**config.mk**
```make
export PLATFORM = sky130hd
export DESIGN_NAME = rx_sync_sequencer
export DESIGN_NICKNAME = d
export VERILOG_FILES = /design/src/rtl/rx_sync_sequencer.sv
export SDC_FILE = /design/constraint.sdc
export NUM_CORES = 1
export LEC_CHECK = 0
export BUFFER_PORTS_ARGS = -buffer_cell sky130_fd_sc_hd__clkbuf_2
export CORE_ASPECT_RATIO = 1.25
export CORE_MARGIN = 8
export CORE_UTILIZATION = 53
export DETAILED_ROUTE_END_ITERATION = 6
export PLACE_DENSITY = 0.79
export SLEW_MARGIN = 25
export SYNTH_ARGS = -nofsm -noshare
export SYNTH_HDL_FRONTEND = slang
export SYNTH_SLANG_ARGS = --single-unit
export TNS_END_PERCENT = 5
```
**constraint.sdc**
```tcl
create_clock -name master_clk -period 2.8 [get_ports master_clk]
set_input_delay 0.28 -clock master_clk [delete_from_list [all_inputs] [get_ports master_clk]]
set_output_delay 0.28 -clock master_clk [all_outputs]
set_load 0.02 [all_outputs]
```
**src/rtl/rx_sync_sequencer.sv**
```systemverilog
// RX sync sequencer: master delay/pin/align timing or slave sync capture, producing a one-cycle sync_rx.
// Defining RX_SYNC_TIMEOUT_EN adds a 24-bit WAIT_SLV timeout that sets status[3].
module rx_sync_sequencer #(
    parameter logic [6:0] CTRL_ADDR  = 7'd80,
    parameter logic [6:0] DELAY_ADDR = 7'd81,
    parameter int         PIN_WIDTH  = 4,
    parameter int         ALIGN_LAT  = 3
) (
    input  logic        master_clk,
    input  logic        reset,
    input  logic [6:0]  serial_addr,
    input  logic [31:0] serial_data,
    input  logic        serial_strobe,
    input  logic        rx_slave_sync,
    output logic        sync_rx,
    output logic        sync_out_pin,
    output logic        busy,
    output logic [15:0] status
);
    localparam logic [2:0] S_IDLE     = 3'd0;
    localparam logic [2:0] S_DELAY    = 3'd1;
    localparam logic [2:0] S_PIN      = 3'd2;
    localparam logic [2:0] S_ALIGN    = 3'd3;
    localparam logic [2:0] S_WAIT_SLV = 3'd4;
    localparam logic [2:0] S_PULSE    = 3'd5;

    // The PIN/ALIGN phase ends on whichever of the pin window or the align point comes last.
    localparam int         LAST_PHASE   = (PIN_WIDTH - 1 > ALIGN_LAT) ? PIN_WIDTH - 1 : ALIGN_LAT;
    localparam logic [7:0] C_LAST_PHASE = 8'(LAST_PHASE);
    localparam logic [7:0] C_ALIGN_LAT  = 8'(ALIGN_LAT);
    localparam logic [7:0] C_PIN_WIDTH  = 8'(PIN_WIDTH);

    logic [2:0]  r_state, w_state_nx;
    logic [15:0] r_d, r_cnt;
    logic [7:0]  r_phase, w_phase_inc;
    logic [7:0]  r_count;
    logic        r_master, r_slave;
    logic        r_sync1, r_sync2, r_sync3;
    logic        r_done, r_timeout;
    logic        w_ctrl_wr, w_dly_wr, w_arm, w_abort, w_clr;
    logic        w_master, w_slave, w_rise, w_timeout_hit, w_sync_rx, w_in_pa;
    logic        w_unused;

    assign w_ctrl_wr   = serial_strobe && (serial_addr == CTRL_ADDR);
    assign w_dly_wr    = serial_strobe && (serial_addr == DELAY_ADDR);
    assign w_arm       = w_ctrl_wr && serial_data[0];
    assign w_abort     = w_ctrl_wr && serial_data[3];
    assign w_clr       = w_ctrl_wr && serial_data[4];
    // ARM acts on the mode bits carried by the same control write.
    assign w_master    = w_ctrl_wr ? serial_data[1] : r_master;
    assign w_slave     = w_ctrl_wr ? serial_data[2] : r_slave;
    assign w_rise      = r_sync2 && !r_sync3;
    assign w_phase_inc = r_phase + 8'd1;
    assign w_in_pa     = (r_state == S_PIN) || (r_state == S_ALIGN);
    assign w_unused    = ^serial_data[31:16];

`ifdef RX_SYNC_TIMEOUT_EN
    logic [23:0] r_to_cnt;
    always_ff @(posedge master_clk) begin
        if (reset || r_state != S_WAIT_SLV) r_to_cnt <= 24'd0;
        else                                r_to_cnt <= r_to_cnt + 24'd1;
    end
    assign w_timeout_hit = (r_state == S_WAIT_SLV) && (r_to_cnt == 24'hFFFFFE);
`else
    assign w_timeout_hit = 1'b0;
`endif

    always_comb begin
        w_state_nx = r_state;
        case (r_state)
            S_IDLE: begin
                if (w_arm) begin
                    if (w_master)     w_state_nx = S_DELAY;
                    else if (w_slave) w_state_nx = S_WAIT_SLV;
                end
            end
            S_DELAY:  if (r_cnt == 16'd0) w_state_nx = S_PIN;
            S_PIN, S_ALIGN: begin
                if (r_phase == C_LAST_PHASE)       w_state_nx = S_IDLE;
                else if (w_phase_inc < C_PIN_WIDTH) w_state_nx = S_PIN;
                else                                w_state_nx = S_ALIGN;
            end
            S_WAIT_SLV: begin
                if (w_rise)             w_state_nx = S_PULSE;
                else if (w_timeout_hit) w_state_nx = S_IDLE;
            end
            S_PULSE:  w_state_nx = S_IDLE;
            default:  w_state_nx = S_IDLE;
        endcase
        if (w_abort) w_state_nx = S_IDLE;
    end

    assign w_sync_rx = (w_in_pa && r_phase == C_ALIGN_LAT) || (r_state == S_PULSE);

    always_ff @(posedge master_clk) begin
        if (reset) begin
            r_state   <= S_IDLE;
            r_d       <= 16'd0;
            r_cnt     <= 16'd0;
            r_phase   <= 8'd0;
            r_master  <= 1'b0;
            r_slave   <= 1'b0;
            r_sync1   <= 1'b0;
            r_sync2   <= 1'b0;
            r_sync3   <= 1'b0;
            r_count   <= 8'd0;
            r_done    <= 1'b0;
            r_timeout <= 1'b0;
        end else begin
            r_state <= w_state_nx;
            r_sync1 <= rx_slave_sync;
            r_sync2 <= r_sync1;
            r_sync3 <= r_sync2;
            if (w_dly_wr) r_d <= serial_data[15:0];
            if (w_ctrl_wr) begin
                r_master <= serial_data[1];
                r_slave  <= serial_data[2];
            end
            // The delay counter tracks D while idle so it is already loaded on entry to DELAY.
            if (r_state == S_IDLE)       r_cnt <= r_d;
            else if (r_state == S_DELAY) r_cnt <= r_cnt - 16'd1;
            r_phase <= w_in_pa ? w_phase_inc : 8'd0;
            if (w_clr) begin
                r_count   <= 8'd0;
                r_done    <= 1'b0;
                r_timeout <= 1'b0;
            end else begin
                if (w_sync_rx) begin
                    r_count <= r_count + 8'd1;
                    r_done  <= 1'b1;
                end
                if (w_timeout_hit && !w_rise) r_timeout <= 1'b1;
            end
        end
    end

    assign sync_rx      = w_sync_rx;
    assign sync_out_pin = (r_state == S_PIN);
    assign busy         = (r_state != S_IDLE);
    assign status       = {r_count, 3'b000, r_done, r_timeout, r_state};

endmodule

```
==> run metrics <==
clk slew on worst S/H paths 0.10 ns; Ports 62; maximum VDD drop 0.3257 mV; root buf cell clkbuf_8; Max Slew Vio Count 0; Synth area leader dfxtp_1; vias per cell 5.400; layout cell share with drive strength beyond 1 19.10%; Synth top area share 42.16%; crit path DAT 2.42 ns; gr ovfl total 0; crit path kind flip-flop to flip-flop; pwr/cell area 464.3 mW/mm2; Wirelength per Cell 13.17 um; chip height 95.19 um; Tightest Hold Check Type primary input to flip-flop; Post-synth EDFFs 0; Yosys cell types 54; Core Util, Final 59.75%; filler instances 463; DRC marker count from the first detailed-route iteration 89; Worst path slowest cell nor4_2; Synth Area per Inst 8.283 um2; critical-path maximum fanout 7; setup violators final 0; post-cts sizing count 0; Worst setup SP type flip-flop; core area 0.004971 mm2; # clock sinks 56; row cnt 29; total of warnings raised by yosys 0; PortBufs 41; clock buffer depth 2; Final ANT Viol Nets 0; combinational group share of total power 3.4%; period utilisation layout 78.07%; final wirelength 5506 um; Final GP Congestion 0.8755; crit-path max cell delay 0.53 ns; CTS tree yes; die area 0.007553 mm2; Rel. slew slack 60.11%; RSZ-0062 raised after global routing false; worst slack, placed 0.7122 ns; HPWL Detailed 4020 um; CP delay by family, top simple AND/OR/NAND/NOR gates; DP Cell Count 410; ANT cells 0; DR vias 2257; antenna violations before repair 0; Tmin final 2.186 ns; status complete, no violations; Num CTS Buffers 5; Seq/Total Area, Yosys 42.16%; DRT Pass-1 Iters 4; cells after synthesis 321; worst clock skew 0.009953 ns; fin nets 401; first-pass GRT wire length 9480 um; H-tree lvl count 2; Reg2Reg Setup Slack 0.61 ns; setup bufs post-CTS 0; worst hold start rx_slave_sync; top cells by count, synth 56 x dfxtp_1, 54 x nand2_1, 45 x nor2_1, 23 x a21oi_1, 12 x clkbuf_1; Final WS setup 0.6142 ns; leading post-synthesis cells by cell area dfxtp_1 42%, nand2_1 7.6%, nor2_1 6.4%; Synth Cell Area 0.002659 mm2; chip width 79.35 um; worst path buffer plus inverter count 0; total power 1.379 mW; synthesized flop and latch total 56; setup tns final 0 ns; Initial Utilization 53.49%; most frequent cell after synthesis dfxtp_1; largest net degree at the start of global routing 35; most used flip-flop cell after synthesis dfxtp_1; Critical Path End Type flip-flop; f_max 457.5 MHz; Pleak 1.141 nW; Final Instance Count excl. Fillers 418; Critical Path Start r_cnt[2]; global-route usage over all layers 15.23%; P_int 1.088 mW; Seq pwr share 58.0%; Clk Latency, worst-skew pair 0.31 ns; Clk network pwr share 38.7%; final hold vios 0; drc violations 0; cts hold-fix bufs 0; switching fraction of total power 21.08%; worst slew pin tran 0.5938 ns; vias in the first global route 2212; Req. time, crit path 3.03 ns; ys async rst share 0%; max cap viols 0; NetSw 290.8 uW; CP Cell Sequence nor4_2 -> nand3_1 -> or4_1 -> a21oi_1 -> nor2_1 -> a211oi_1; Worst R2R Start r_cnt[2]; Area growth, synth to finish 11.72%
==> path summary, 6_finish.rpt <==
| path | to | depth (start not counted) |
|---|---|---|
| max | r_cnt[12] | 6 |
| min | r_sync1 | 2 |
| max reg2reg | r_cnt[12] | 6 |
| min reg2reg | r_sync2 | 1 |
==> power groups by stage <==
stage | registers [mW] | clock network [mW] | logic [mW]
6_report | 0.800 | 0.533 | 0.0464
5_1_grt | 0.800 | 0.572 | 0.0513
4_1_cts | 0.800 | 0.546 | 0.0466
3_5_place_dp | 0.818 | 0 | 0.0461
3_3_place_gp | 0.818 | 0 | 0.0457
2_1_floorplan | 0.818 | 0 | 0.0286
==> stage by stage <==
step,hold slack [ns],cell area [um2]
CTS,0.1710,2970
detailed placement,0.4324,2859
finish,0.1778,2970
global placement,0.4171,2859
floorplan,0.4082,2670
global route,0.1753,2970
==> metal layers <==
layer / global-route usage [%] / part of all wire [%] / wire length, um
met1: 15.88 / 42 / 2330
met2: 28.41 / 53 / 2898
met3: 3.396 / 4.1 / 226
met4: 6.656 / 0.93 / 51
met5: 0 / 0 / 0
==> layout make-up <==
class | count | area (um2) | area share [%]
timing repair buffer | 45 | 235.2 | 7.919
clock buffer | 6 | 72.57 | 2.443
multi-input combinational | 241 | 1403 | 47.22
inverter | 6 | 22.52 | 0.7582
sequential | 56 | 1121 | 37.74
tap | 62 | 77.57 | 2.612
clock inverter | 2 | 38.79 | 1.306
==> logic make-up (layout without fill, tap and decap cells) <==
| logic type | Yosys count | count (layout) | share of synthesized area (%) |
|---|---|---|---|
| muxes | 7 | 7 | 2.729 |
| DFF | 56 | 56 | 42.16 |
| adders and majority gates | 3 | 3 | 1.412 |
| and+or+nand+nor | 151 | 151 | 27.01 |
| xor gates and xnor gates | 18 | 18 | 5.929 |
| AOI/OAI and AO/OA | 58 | 58 | 15.11 |
| other | 1 | 4 | 0.1410 |
| buffers and inverters | 27 | 59 | 5.505 |
==> cell usage in the layout (no fill, tap or decap), types with 4 or more instances in the layout <==
cell       instances
o21ai_1            4
xnor2_1            8
clkbuf_8           5
xor2_1            10
mux2i_1            5
dfxtp_1           56
clkbuf_2          41
or4_1              4
nor3_1             9
and2_1             4
nor2_1            45
buf_4              4
inv_1              6
conb_1             4
nor4_1             4
a211oi_1           6
a21oi_1           23
nand3_1            5
a2111oi_0          5
nand2_1           54
==> registers in the layout, indices dropped and copies added, names as in the netlist <==
register / cells
r_cnt: 16
r_d: 16
r_count: 8
r_phase: 8
r_state: 3
r_done: 1
r_master: 1
r_sync1: 1
r_sync2: 1
r_sync3: 1
==> worst reg2reg max path, stage by stage, from the launching register on <==
cell and delay, ns:
dfxtp_1 0.38, nor4_2 0.53, nand3_1 0.27, or4_1 0.50
a21oi_1 0.18, nor2_1 0.05, a211oi_1 0.19
Power figures use the tool's default switching activity.
